File: src/rtl/tick_sched_pkg.sv
// Shared definitions for the tick delay scheduler and related timebase blocks:
// FSM state encoding and default prescaler / delay-width constants.
package tick_sched_pkg;

   typedef enum logic [1:0] {
      IDLE = 2'd0,
      RUN  = 2'd1,
      DONE = 2'd2
   } tsched_state_e;

   localparam int PRESCALE_1MS = 50000;
   localparam int PRESCALE_1S  = 50000000;
   localparam int DLY_W_DEF    = 16;

endpackage

File: src/rtl/tick_rr_pick.sv
// Combinational round-robin picker: selects the first set request bit
// starting one position after the most recently granted index.
module tick_rr_pick #(
   parameter int N_REQ = 4
) (
   input  logic [N_REQ-1:0]         i_req,
   input  logic [$clog2(N_REQ)-1:0] i_last,
   output logic                     o_valid,
   output logic [$clog2(N_REQ)-1:0] o_idx
);

   localparam int CH_W = $clog2(N_REQ);

   int w_c;

   // Scan from the farthest candidate to the nearest so the nearest set bit wins.
   always_comb begin
      o_valid = 1'b0;
      o_idx   = '0;
      w_c     = 0;
      for (int i = N_REQ; i >= 1; i--) begin
         w_c = (int'(i_last) + i) % N_REQ;
         if (i_req[w_c[CH_W-1:0]]) begin
            o_valid = 1'b1;
            o_idx   = w_c[CH_W-1:0];
         end
      end
   end

endmodule

File: src/rtl/tick_timer_sched.sv
// Shared-timebase delay scheduler: round-robin grants one requester at a time
// onto a single prescaler + countdown, then pulses that requester's done bit.
module tick_timer_sched
   import tick_sched_pkg::*;
#(
   parameter int N_REQ    = 4,
   parameter int DLY_W    = DLY_W_DEF,
   parameter int PRESCALE = PRESCALE_1MS
) (
   input  logic                     clk50m,
   input  logic                     rstn,
   input  logic [N_REQ-1:0]         i_req,
   input  logic [N_REQ*DLY_W-1:0]   i_dly,
   input  logic                     i_abort,
   output logic [N_REQ-1:0]         o_gnt,
   output logic [N_REQ-1:0]         o_done,
   output logic                     o_busy,
   output logic [$clog2(N_REQ)-1:0] o_ch
);

   localparam int CH_W  = $clog2(N_REQ);
   localparam int PRE_W = $clog2(PRESCALE);

   tsched_state_e      r_state;
   logic [PRE_W-1:0]   r_pre;
   logic [DLY_W-1:0]   r_rem;
   logic [CH_W-1:0]    r_last;
   logic [CH_W-1:0]    r_ch;
   logic [N_REQ-1:0]   r_gnt;
   logic [N_REQ-1:0]   r_done;
   logic               r_busy;

   logic               w_valid;
   logic [CH_W-1:0]    w_idx;
   logic [N_REQ-1:0]   w_gnt_oh;
   logic [N_REQ-1:0]   w_done_oh;
   logic [DLY_W-1:0]   w_dly_sel;
   logic               w_tick;

   tick_rr_pick #(
      .N_REQ (N_REQ)
   ) u_pick (
      .i_req   (i_req),
      .i_last  (r_last),
      .o_valid (w_valid),
      .o_idx   (w_idx)
   );

   assign w_gnt_oh  = N_REQ'(1) << w_idx;
   assign w_done_oh = N_REQ'(1) << r_ch;
   assign w_dly_sel = i_dly[w_idx*DLY_W +: DLY_W];
   assign w_tick    = (r_pre == PRE_W'(PRESCALE - 1));

   always_ff @(posedge clk50m or negedge rstn) begin
      if (!rstn) begin
         r_state <= IDLE;
         r_pre   <= '0;
         r_rem   <= '0;
         r_last  <= CH_W'(N_REQ - 1);
         r_ch    <= '0;
         r_gnt   <= '0;
         r_done  <= '0;
         r_busy  <= 1'b0;
      end else begin
         r_gnt  <= '0;
         r_done <= '0;
         case (r_state)
            IDLE: begin
               if (w_valid) begin
                  r_state <= RUN;
                  r_gnt   <= w_gnt_oh;
                  r_ch    <= w_idx;
                  r_last  <= w_idx;
                  r_rem   <= w_dly_sel;
                  r_pre   <= '0;
                  r_busy  <= 1'b1;
               end
            end
            RUN: begin
               // Abort outranks completion; exit is decided before r_rem decrements.
               if (i_abort) begin
                  r_state <= IDLE;
                  r_busy  <= 1'b0;
                  r_pre   <= '0;
               end else if (r_rem == '0) begin
                  r_state <= DONE;
                  r_busy  <= 1'b0;
                  r_done  <= w_done_oh;
               end else if (w_tick) begin
                  r_pre <= '0;
                  r_rem <= r_rem - 1'b1;
                  if (r_rem == DLY_W'(1)) begin
                     r_state <= DONE;
                     r_busy  <= 1'b0;
                     r_done  <= w_done_oh;
                  end
               end else begin
                  r_pre <= r_pre + 1'b1;
               end
            end
            DONE: begin
               r_state <= IDLE;
            end
            default: begin
               r_state <= IDLE;
               r_busy  <= 1'b0;
            end
         endcase
      end
   end

   assign o_gnt  = r_gnt;
   assign o_done = r_done;
   assign o_busy = r_busy;
   assign o_ch   = r_ch;

endmodule

File: config.mk
export PLATFORM = sky130hd
export DESIGN_NAME = tick_timer_sched
export DESIGN_NICKNAME = d
export VERILOG_FILES = /design/src/rtl/tick_sched_pkg.sv /design/src/rtl/tick_rr_pick.sv /design/src/rtl/tick_timer_sched.sv
export SDC_FILE = /design/constraint.sdc
export NUM_CORES = 1
export LEC_CHECK = 0
export CORE_ASPECT_RATIO = 2
export CORE_MARGIN = 2
export CORE_UTILIZATION = 44
export DETAILED_ROUTE_END_ITERATION = 8
export GPL_TIMING_DRIVEN = 0
export PLACE_DENSITY = 0.88
export REMOVE_ABC_BUFFERS = 1
export SKIP_CTS_REPAIR_TIMING = 1
export SLEW_MARGIN = 15
export SYNTH_ARGS = -nofsm -noshare
export SYNTH_HDL_FRONTEND = slang
export SYNTH_SLANG_ARGS = --single-unit
export TNS_END_PERCENT = 20
File: constraint.sdc
create_clock -name clk50m -period 2.4 [get_ports clk50m]
set_input_delay 0.36 -clock clk50m [delete_from_list [all_inputs] [get_ports clk50m]]
set_output_delay 0.36 -clock clk50m [all_outputs]
set_load 0.02 [all_outputs]
==> reports/results.txt <==
The fraction of final layout cells sized beyond drive strength 1 works out to 0.127. Final hold analysis gives a worst-case slack of 0.508 ns. For the count of nets left with antenna violations after detail routing, the log shows 0. Pin placement for this block handled 82 I/O pins. The largest fanout on the critical path came out at 15.

The commonest non-fill, non-tap cell in the layout is sky130_fd_sc_hd__clkdlybuf4s50_1. The min-delay analysis places its worst path in the category in2async. The worst setup path is launched from a flip-flop.

The floorplan has 42 rows. The proportion of power drawn by the clock network came out at 0.185. Prevailing post-synth register cell: sky130_fd_sc_hd__dfrtp_1.

Entering global routing, the biggest net connects 36 pins. The flow ran to the end, but the final reports show violations. The portion of total power attributed to combinational logic is 0.483. Setup violations remaining at the end of the flow were counted as 2. The area growth from synthesis to layout is 39.4%. The weighted congestion at the end of routability-driven global placement is 0.869. For this design the total switching power over the nets is 0.00152 W. During synthesis, Yosys emitted a total of 0 warnings. Internal power of the cells: 0.00228 W. In the routed design, unresolved DRC markers number 0. The required time of the worst setup path is 2.58 ns, and the die footprint is 7490 um2. Setup repair after global routing could not meet its margin everywhere.

The hold violation count in the final report was 0; the maximum level of the CTS H-tree was 2. Clock-pin slew was measured on the worst setup and hold paths at 0.06 ns. The tools report the peak supply drop as 0.000577 V. Kind of end point of the critical path: a flip-flop.

The first-iteration detailed-routing DRC count was 198. The count of different cell masters after synthesis came out at 58. The setup clock skew after layout is 0.00549 ns. For the source-to-sink clock delay at the later pin of the worst-skew pair, the log shows 0.29 ns.

For this run, the detailed router's first-pass iteration total came to 4. In the routed layout, each cell is associated on average with a via count of 5.74. The HPWL after detailed placement is 5.96 mm.

At the pin with the least slew margin, the transition time is 0.761 ns. The synthesized instance count is 327, and the minimum clock period after layout is 2.42 ns. Power comes to 0.00380 W.

Yosys mapped a number of flops with a built-in enable equal to 0. The run gives 0.395 as the portion of the post-synthesis area used by sequential elements. Wires add up to 8.08 mm. The floorplan step defined a core boundary enclosing 6570 um2. The run gives 0.490 as the relative slew slack.

STA puts the critical path data arrival time at 2.60 ns. The tools report the deepest clock path buffer count as 2. The routed layout has 2845 vias. The number of antenna diodes in the final layout is 0. The die outline height works out to 120 um. TritonCTS built the clock tree. Clock tree synthesis found a total of 47 sinks.

After detailed routing, the average wire length per cell comes to 16.3 um. From left edge to right edge, the die measures 62.2 um. Timing analysis after detailed placement gives a worst setup slack of -0.596 ns.

After global routing the overflow that remains totals 0. The share of the clock period used by the worst path after layout was 1.01. The path type of the worst setup path is reg2reg.

The run gives 0.332 as the sequential share of power. The top cell types in the final layout, fill and taps aside, are 80 x sky130_fd_sc_hd__clkdlybuf4s50_1, 44 x sky130_fd_sc_hd__dfrtp_1, 33 x sky130_fd_sc_hd__nand2_1. The setup slack of the critical path after layout is -0.0227 ns, and the mean cell area of the mapped netlist is 9.11 um2.

The tools report the number of global-route vias before repair as 2902. The final reports fail on setup timing. In this run the static leakage power is 1.67 nW. Initial standard-cell utilization of the core: 0.454. The synthesized flop and latch total is 47.

The total routing usage reported by global routing was 0.225. The number of clock buffers added by TritonCTS is 5. The tree is rooted in a sky130_fd_sc_hd__clkbuf_16.

The async set or reset register ratio after synthesis was 1.00. The first global-routing pass estimated 13.6 mm of wire. Across the run, the number of max-cap violations was 0.

The net switching share of the total power is 0.400, and the number of nets in the layout is 481. The post-synthesis cell area is 2980 um2. Dividing total power by cell area gives a power density of 914 nW/um2. Static timing analysis puts the maximum clock frequency at 413 MHz. The number of max-slew violations in the final report is 0.

The count of buffers added on input and output ports is 81. Share of the core filled with cells: 0.633. The filler cells instantiated in the layout total 540. The run gives 0 as the number of antenna violations at the first check in global routing.
-- synthesized netlist by cell type (all sizes together) (2+ instances only) --
library cell | n | area (um2)
o221ai | 4 | 35.0
dfstp | 2 | 52.6
o211ai | 3 | 22.5
nand4 | 5 | 31.3
mux2i | 24 | 240
mux2 | 6 | 67.6
clkbuf | 11 | 42.5
or3 | 5 | 31.3
inv | 8 | 30.0
nor2 | 32 | 120
xnor2 | 6 | 52.6
a21oi | 15 | 78.8
or4 | 7 | 60.1
o21a | 2 | 15.0
nand3 | 16 | 85.1
a21o | 3 | 22.5
buf | 5 | 28.8
a211oi | 5 | 42.5
and3 | 3 | 18.8
o311ai | 5 | 43.8
nand2b | 4 | 25.0
dfrtp | 45 | 1130
a221oi | 2 | 17.5
nor4 | 8 | 65.1
xor2 | 7 | 61.3
or2 | 5 | 31.3
nand2 | 34 | 128
nor2b | 2 | 12.5
nor3 | 13 | 76.3
o22ai | 3 | 18.8
a211o | 6 | 52.6
ha | 3 | 37.5
o21ai | 15 | 75.1
-- path summary, 6_finish.rpt --
check | slack [ns] | startpoint | depth (start not counted) | to
min reg2reg | 0.51 | r_rem[15]$_DFFE_PN0P_ | 2 | r_rem[15]$_DFFE_PN0P_
max | -0.02 | r_rem[8]$_DFFE_PN0P_ | 6 | r_rem[13]$_DFFE_PN0P_
max reg2reg | -0.02 | r_rem[8]$_DFFE_PN0P_ | 6 | r_rem[13]$_DFFE_PN0P_
min in group clk50m | 0.51 | r_rem[15]$_DFFE_PN0P_ | 2 | r_rem[15]$_DFFE_PN0P_
min | 0.51 | rstn | 2 | r_rem[12]$_DFFE_PN0P_
max in group asynchronous | 1.39 | rstn | 3 | r_rem[8]$_DFFE_PN0P_
-- per-stage QoR --
step | instance area [um2] | cells | setup TNS (ns)
floorplan | 2910 | 311 | -2.33
finish | 4160 | 496 | -0.0414
global placement | 3830 | 480 | -46.49
CTS | 4030 | 491 | -8.58
global route | 4160 | 496 | -0.389
detailed placement | 3880 | 483 | -11.95
-- flip-flops by register name (all words and copies together), names as in the netlist --
name and flops:
o_busy 1, o_ch 2, r_pre 16, r_last 2
r_rem 16, r_state 2, o_gnt 4, o_done 4
-- worst max-delay path, stage by stage, from the launching register on --
cell and delay (ns):
sky130_fd_sc_hd__dfrtp_2 0.45, sky130_fd_sc_hd__or4_4 0.56, sky130_fd_sc_hd__or4_4 0.61, sky130_fd_sc_hd__a31oi_4 0.21
sky130_fd_sc_hd__buf_12 0.16, sky130_fd_sc_hd__nor4_1 0.06, sky130_fd_sc_hd__a211o_1 0.25
-- final cells by class --
cell class | instances | area, um2 | share of cell area
Clock buffer | 7 | 143 | 0.0343
Clock inverter | 1 | 5.00 | 0.00120
Inverter | 8 | 30.0 | 0.00723
Multi-Input combinational cell | 256 | 1790 | 0.430
Sequential cell | 47 | 1180 | 0.284
Tap cell | 88 | 110 | 0.0265
Timing Repair Buffer | 89 | 901 | 0.217
-- layer usage --
metal  GRT usage  vias up  part of all wire
li1            -     1362                 -
met1       0.245     1364              0.36
met2       0.426      104              0.57
met3      0.0270       15             0.041
met4       0.107        0             0.028
met5           0        -                 0
-- power by group through the flow --
stage / combinational, W / clock (W) / sequential (W)
2_1_floorplan: 0.00109 / 0 / 0.00124
3_3_place_gp: 0.00160 / 0 / 0.00123
3_5_place_dp: 0.00171 / 0 / 0.00125
4_1_cts: 0.00172 / 0.000712 / 0.00124
5_1_grt: 0.00201 / 0.000744 / 0.00129
6_report: 0.00184 / 0.000703 / 0.00126
-- cells by family after synthesis --
logic type / count (synthesis) / share of synthesized area
AO/OA/AOI/OAI: 71 / 0.172
XOR/XNOR: 13 / 0.0382
adder cells (fa/ha/maj): 3 / 0.0126
buffers and inverters: 24 / 0.0340
flip-flops: 47 / 0.395
multiplexers: 30 / 0.103
AND/OR/NAND/NOR: 139 / 0.244
(Power assumes the default switching activity.)
